### config.mk
export PLATFORM = sky130hd
export DESIGN_NAME = vend_dispense_ctrl
export DESIGN_NICKNAME = d
export VERILOG_FILES = /design/src/rtl/vend_dispense_ctrl.sv
export SDC_FILE = /design/constraint.sdc
export NUM_CORES = 1
export LEC_CHECK = 0
export CAP_MARGIN = 20
export CORE_MARGIN = 5
export CORE_UTILIZATION = 56
export DETAILED_ROUTE_END_ITERATION = 12
export PLACE_DENSITY = 0.8
export SETUP_SLACK_MARGIN = 0.05
export SYNTH_ARGS = -nofsm -noshare
export SYNTH_HDL_FRONTEND = slang
export SYNTH_SLANG_ARGS = --single-unit
### constraint.sdc
create_clock -name clk1k -period 2 [get_ports clk1k]
set_clock_uncertainty 0.05 [all_clocks]
set_input_delay 0.4 -clock clk1k [delete_from_list [all_inputs] [get_ports clk1k]]
set_output_delay 0.4 -clock clk1k [all_outputs]
set_load 0.02 [all_outputs]
### src/rtl/vend_dispense_ctrl.sv
// vend_dispense_ctrl: runs one vend order end to end. It drives the slot motor
// until the product drops or the motor times out, then pays the change (or the
// refund after a failed drop) as timed hopper pulses, largest coin first.
module vend_dispense_ctrl #(
  parameter int MOTOR_TICKS = 500,
  parameter int COIN_TICKS  = 50,
  parameter int COIN_GAP    = 50
) (
  input  logic       clk1k,
  input  logic       clr,
  input  logic       req,
  input  logic [1:0] req_slot,
  input  logic [4:0] req_change,
  input  logic [4:0] req_refund,
  input  logic       drop_sense,
  output logic       busy,
  output logic       done,
  output logic       err,
  output logic [3:0] motor,
  output logic       coin10,
  output logic       coin5,
  output logic       coin1
);

  localparam int MAX_MC = (MOTOR_TICKS > COIN_TICKS) ? MOTOR_TICKS : COIN_TICKS;
  localparam int MAX_T  = (MAX_MC > COIN_GAP) ? MAX_MC : COIN_GAP;
  localparam int CW     = $clog2(MAX_T + 1);

  typedef enum logic [2:0] {
    S_IDLE,
    S_MOTOR,
    S_PAY,
    S_COIN,
    S_GAP,
    S_DONE
  } state_t;

  state_t        r_state;
  logic [CW-1:0] r_cnt;
  logic [4:0]    r_change;
  logic [4:0]    r_refund;
  logic [4:0]    r_remain;
  logic          r_busy;
  logic          r_done;
  logic          r_err;
  logic [3:0]    r_motor;
  logic          r_coin10;
  logic          r_coin5;
  logic          r_coin1;

  // One shared down-counter times the motor, the coin pulse and the gap;
  // it is reloaded on every phase change, so a count of 1 marks the last cycle.
  logic w_cnt_last;
  assign w_cnt_last = (r_cnt == CW'(1));

  assign busy   = r_busy;
  assign done   = r_done;
  assign err    = r_err;
  assign motor  = r_motor;
  assign coin10 = r_coin10;
  assign coin5  = r_coin5;
  assign coin1  = r_coin1;

  // Order sequencer: all outputs are registered alongside the state.
  always_ff @(posedge clk1k or posedge clr) begin
    if (clr) begin
      r_state  <= S_IDLE;
      r_cnt    <= '0;
      r_change <= '0;
      r_refund <= '0;
      r_remain <= '0;
      r_busy   <= 1'b0;
      r_done   <= 1'b0;
      r_err    <= 1'b0;
      r_motor  <= '0;
      r_coin10 <= 1'b0;
      r_coin5  <= 1'b0;
      r_coin1  <= 1'b0;
    end else begin
      case (r_state)
        S_IDLE: begin
          if (req) begin
            r_change <= req_change;
            r_refund <= req_refund;
            r_err    <= 1'b0;
            r_cnt    <= CW'(MOTOR_TICKS);
            r_motor  <= 4'b0001 << req_slot;
            r_busy   <= 1'b1;
            r_state  <= S_MOTOR;
          end
        end
        S_MOTOR: begin
          // A drop seen on the expiry edge still counts as a successful vend.
          if (drop_sense) begin
            r_remain <= r_change;
            r_motor  <= '0;
            r_state  <= S_PAY;
          end else if (w_cnt_last) begin
            r_err    <= 1'b1;
            r_remain <= r_refund;
            r_motor  <= '0;
            r_state  <= S_PAY;
          end else begin
            r_cnt <= r_cnt - CW'(1);
          end
        end
        S_PAY: begin
          r_cnt <= CW'(COIN_TICKS);
          if (r_remain >= 5'd10) begin
            r_coin10 <= 1'b1;
            r_remain <= r_remain - 5'd10;
            r_state  <= S_COIN;
          end else if (r_remain >= 5'd5) begin
            r_coin5  <= 1'b1;
            r_remain <= r_remain - 5'd5;
            r_state  <= S_COIN;
          end else if (r_remain != 5'd0) begin
            r_coin1  <= 1'b1;
            r_remain <= r_remain - 5'd1;
            r_state  <= S_COIN;
          end else begin
            r_done  <= 1'b1;
            r_state <= S_DONE;
          end
        end
        S_COIN: begin
          if (w_cnt_last) begin
            r_coin10 <= 1'b0;
            r_coin5  <= 1'b0;
            r_coin1  <= 1'b0;
            r_cnt    <= CW'(COIN_GAP);
            r_state  <= S_GAP;
          end else begin
            r_cnt <= r_cnt - CW'(1);
          end
        end
        S_GAP: begin
          if (w_cnt_last) begin
            r_state <= S_PAY;
          end else begin
            r_cnt <= r_cnt - CW'(1);
          end
        end
        S_DONE: begin
          r_done  <= 1'b0;
          r_busy  <= 1'b0;
          r_state <= S_IDLE;
        end
        default: begin
          r_state <= S_IDLE;
        end
      endcase
    end
  end

endmodule

# [Word-level counts from Yosys, hierarchy flattened]
# Index checks and enable logic that the tools add are counted.
[classes] order_cmp=2 shifts=1 n_reduce_logical=19 add_sub_neg=4 mux=43 eq_ne=18
[ops] operator="9-bit one-hot mux with 5 select lines" n=1
[ops] operator="9-bit two-way mux" n=4
[ops] operator="5-bit two-way mux" n=5
[ops] operator="3-bit two-way mux" n=7
[ops] operator="2-bit != test (second input constant)" n=10
[ops] operator="3-bit one-hot mux with 5 select lines" n=1
[ops] operator="1-bit two-way mux" n=14
[ops] operator="4-bit two-way mux" n=3
[ops] operator="1-bit one-hot mux with 2 select lines" n=6
[ops] operator="3-bit AND reduction" n=4
[ops] operator="4-bit AND reduction" n=3
[ops] operator="5-bit one-hot mux with 2 select lines" n=1
[ops] operator="2-bit nonzero test" n=5
[ops] operator="5-bit nonzero test" n=2
[ops] operator="9-bit by 1-bit equality test with 1-bit output (second input constant)" n=1
[ops] operator="9-bit by 1-bit subtractor with 9-bit output (second input constant)" n=1
[ops] operator="4-bit one-hot mux with 2 select lines" n=1
[ops] operator="3-bit by 2-bit equality test with 1-bit output (second input constant)" n=2
[ops] operator="3-bit equality test (second input constant)" n=2
[ops] operator="2-bit AND reduction" n=3
[ops] operator="5-bit by 3-bit >= comparator with 1-bit output (second input constant)" n=1
[ops] operator="5-bit by 4-bit >= comparator with 1-bit output (second input constant)" n=1
[ops] operator="5-bit AND reduction" n=1
[ops] operator="5-bit by 1-bit subtractor with 5-bit output (second input constant)" n=1
[ops] operator="7 further kinds" n=7
[totals] in_bits=16 out_inout_bits=10 reg_bits=37 elab_cells=99

# [Depth between registers and ports, before layout]
[logic_depth] word_depth=5 ltp_mapped=9 mapped_depth_nobuf=7

# [Worst setup path after synthesis]
# OpenSTA, ideal clock, no wires.
[synth_timing] kind="reg2reg" start="register r_remain[2]" end="register r_remain[2]" required_ns=1.821 path_slack_ns=0.153 stages_incl_launch_ff=9 period_less_slack_ns=1.847 setup_time_ns=0.129 path_buffers=1 t_arrival_ns=1.668 path_cell_list="dfrtp_1 buf_2 inv_2 ha_1 nor2b_1 a311oi_4 nand2_1 o221ai_1 mux2i_1"
[synth_via] elab_chain_len=5 elab_cells_between_ends=12 cone_classes="add/sub (3); order compare (2); eq/ne (1); mux (4); reduce/logical (2)"
[synth_rtl] item="start, declared" line="42" text="logic [4:0] r_remain;"
[synth_rtl] item="start signal, assigned" line="95" text="r_remain <= r_change;"
[synth_rtl] item="start signal, assigned" line="100" text="r_remain <= r_refund;"
[synth_rtl] item="start signal, assigned" line="111" text="r_remain <= r_remain - 5'd10;"
[synth_rtl] item="5-bit by 1-bit subtractor with 5-bit output" line="119" text="r_remain <= r_remain - 5'd1;"
[synth_rtl] item="5-bit two-way mux" line="117" text="end else if (r_remain != 5'd0) begin"
[synth_rtl] item="5-bit two-way mux" line="113" text="end else if (r_remain >= 5'd5) begin"
[synth_rtl] item="5-bit two-way mux" line="109" text="if (r_remain >= 5'd10) begin"
[synth_rtl] item="5-bit one-hot mux with 2 select lines" line="80" text="case (r_state)"
# Several ways; a longest one is shown, not always the timed one. The select of a mux whose other input is x is not followed.
# A chain may end at the register's enable or synchronous reset.

# [Worst setup path after layout]
[layout_timing] start="register r_remain[0]" end="register r_done, in the netlist done"
[layout_via] elab_chain_len=3 elab_cells_between_ends=7 cone_classes="order compare (2); eq/ne (3); reduce/logical (2)"
[layout_rtl] item="5-bit by 3-bit >= comparator with 1-bit output, or another cell as far along" line="113"
[layout_rtl] item="2-bit != test (no line)"
[layout_rtl] item="4-bit AND reduction (no line) *"
[layout_rtl] item="end signal, assigned" line="73" text="r_done <= 1'b0;"
[layout_rtl] item="end signal, assigned" line="122" text="r_done <= 1'b1;"
[layout_rtl] item="end signal, assigned" line="145" text="r_done <= 1'b0;"
[layout_rtl] item="end, declared" line="44" text="logic r_done;"
# Mark *: on every way between the ends. The rest lies on a longest branch, timed or not.

==> run_results.csv <==
group,metric,value,unit
run_status,status,"complete, no violations",
setup_path,path_class,"register to register",
finish,nNetsFinal,305,
setup_path,start_kind,"register",
finish,drive_above_1_share,25.7,%
floorplan,core,0.00397,sq mm
synth,synth_cell_types,52,
global_routing,antenna_found_initial,0,
routing,wl_per_cell,15.7,um
setup_path,path_max_fanout,5,
global_routing,overflow,0,
clock_network,ctsHoldBuffers,0,
worst_hold_path,hold_depth,1,
power,p_sw,0.276,mW
clock_network,ctsLongestPathBuffers,2,
place,gp_congestion,0.889,
power,power.internal,1.05,mW
routing,wirelength,5190,um
synth,synth_flop_cell,"dfrtp_1",
clock_network,cts_buffers,5,
clock_network,cts_root_buf,"clkbuf_8",
synth,syn_nets,257,
power,power_frac_comb,4.6,%
synth,ys_seq_area_share,40.9,%
clock_network,clkTransAtPathRegs,0.07,ns
clock_network,htreeDepth,2,
synth,synthArstFlopShare,100,%
power,clock_power_share,39.1,%
setup_path,end_kind,"register",
synth,syn_inst,232,
synth,yosysMostFrequentCell,"dfrtp_1",
floorplan,die_w,73.6,um
clock_network,clock_sinks,37,
sta,fmax,528,MHz
synth,synthTopCellsByCount,"dfrtp_1 (37), nand2_1 (20), nor2_1 (16), o21ai_0 (15)",
worst_hold_path,hold_path.class,"register to register",
finish,final_core_util,71.4,%
sta,worst_pin_slew,0.465,ns
place,portBuffers,25,
routing,vias,1962,
synth,avgSynthCellArea,9.75,sq um
routing,viasPerCell,5.95,
global_routing,grt_pass1_wl,8750,um
synth,syn_area,0.00226,sq mm
sta,finalCritPeriodShare,94.8,%
setup_path,required,2.13,ns
sta,slew_headroom,69.0,%
place,dp_hpwl,3700,um
synth,synth_edf_count,0,
synth,synth_top_area_cell,"dfrtp_1",
global_routing,grt_max_degree,38,
finish,fillCellCount,302,
routing,drc,0,
synth,synth_area_leaders,"dfrtp_1 (41%), mux2_2 (6.0%), ha_1 (5.0%), nand2_1 (3.3%), o21ai_0 (3.3%)",
clock_network,cts_tree,"built",
power,p_total,1.33,mW
finish,multi_input_area,0.00124,sq mm
synth,synth_top_area_share,40.9,%
floorplan,die_h,73.6,um
global_routing,grt_usage,20.8,%
sta,rsz0062_at_grt,"false",
power,p_seq_share,56.3,%
routing,drt_iter0_markers,177,
synth,ys_ff_latch,37,
finish,regArea,927,sq um
synth,ys_warn_count,0,
setup_path,crit_arrival,2.03,ns
sta,period_needed,1.90,ns
power,switching_share,20.8,%
finish,area_growth,25.4,%
setup_path,r2r_cells,8,
global_routing,grt_pass1_vias,1859,
clock_network,clk_latency,0.28,ns
floorplan,die-area,0.00541,sq mm
floorplan,ios,26,
power,leakage,1.26,nW
routing,ant_nets,0,
floorplan,fp-row-count,23,
power,pwr_density_cell,469,mW/mm^2
sta,setup_viol,0,
job,maxCapViolations,0,
finish,diodes,0,
sta,finalMaxSlewViolations,0,
floorplan,start_util,57.0,%
routing,firstDrtPassIters,4,
sta,hold_viol,0,
power,ir_worst_vdd,0.474,mV
==> worst max-delay path: stages (launching register included) <==
cell and delay [ns]:
dfrtp_1 0.42, inv_1 0.10, buf_4 0.14, ha_2 0.21, a311oi_4 0.13, buf_4 0.17
buf_4 0.13, a31o_2 0.22, a22o_1 0.22
==> state kept, by name, summed over array words and instances, names as in the netlist <==
signal    cells
coin10        1
err           1
r_change      5
done          1
r_state       3
motor         4
r_cnt         9
r_refund      5
busy          1
r_remain      5
coin5         1
coin1         1
==> kinds of logic after synthesis <==
group	synth area share, %
AO/OA/AOI/OAI	23.2
AND/OR/NAND/NOR	15.1
flip-flops	40.9
buffers and inverters	5.70
multiplexers	9.29
adder cells (fa/ha/maj)	4.98
XOR/XNOR	0.774
==> power groups by stage <==
stage                     registers [mW]  clock network, mW  logic [mW]
after floorplan                    0.762                  0      0.0201
after global placement             0.762                  0      0.0611
after detailed placement           0.762                  0      0.0621
after CTS                          0.748              0.531      0.0620
after global routing               0.747              0.563      0.0669
final                              0.748              0.520      0.0610
==> layout by cell type (no fill, tap or decap), types with 3 or more instances in the layout <==
cell type,instances
dfrtp_1,36
o31ai_1,5
nand2_2,3
clkbuf_8,6
buf_4,28
clkdlybuf4s50_1,25
ha_1,7
a31oi_1,7
a21oi_1,10
nand3_1,6
a211oi_1,3
a22o_1,3
inv_1,12
mux2_2,12
a21oi_2,3
nand2_1,19
mux2i_1,6
o21ai_0,15
nor3_1,4
nor2_1,16
o2bb2ai_1,4
o221ai_1,3
nor2b_1,3
o22a_1,3
==> path summary, 6_finish.rpt <==
kind                        startpoint          end  slack [ns]
max                        r_remain[0]         done        0.10
min                        r_change[2]  r_change[2]        0.45
max reg2reg                r_remain[0]         done        0.10
min reg2reg                r_change[2]  r_change[2]        0.45
max in group asynchronous          clr   r_state[0]        1.06
min in group asynchronous          clr     motor[0]        0.48
==> per-stage QoR <==
stage	TNS, ns	setup slack (ns)	cell area (sq um)	cells	hold WS, ns
after floorplan	0	0.153	2260	232	0.421
after global placement	-0.0275	-0.0115	2680	319	0.429
after detailed placement	-0.160	-0.0689	2680	319	0.439
after CTS	0	0.0423	2790	328	0.454
after global routing	0	0.0302	2840	330	0.472
final	0	0.105	2840	330	0.453
==> routing by layer <==
layer	up-vias	wire (um)	GRT usage [%]
met2	62	2460	33.4
met1	944	2370	28.5
li1	949	-	-
met4	0	74	5.43
met5	-	0	0
met3	7	282	4.38
==> final cells by class <==
class,count,share of cell area [%]
clock inverters,1,0.265
well taps,50,2.21
repair buffers,53,16.2
flip-flops and latches,37,32.7
inverters,14,1.85
clock buffers,6,2.91
multi-input cells,169,43.8
==> timing repair <==
item | 4_1_cts | 5_1_grt
hold endpoints to repair | 0 | 0
pin swaps | 1 | 1
setup endpoints to repair | 4 | 18
buffers inserted | 2 | 2
resized for setup | 2 | 11
No activity file was read; power rests on OpenSTA's default activity.
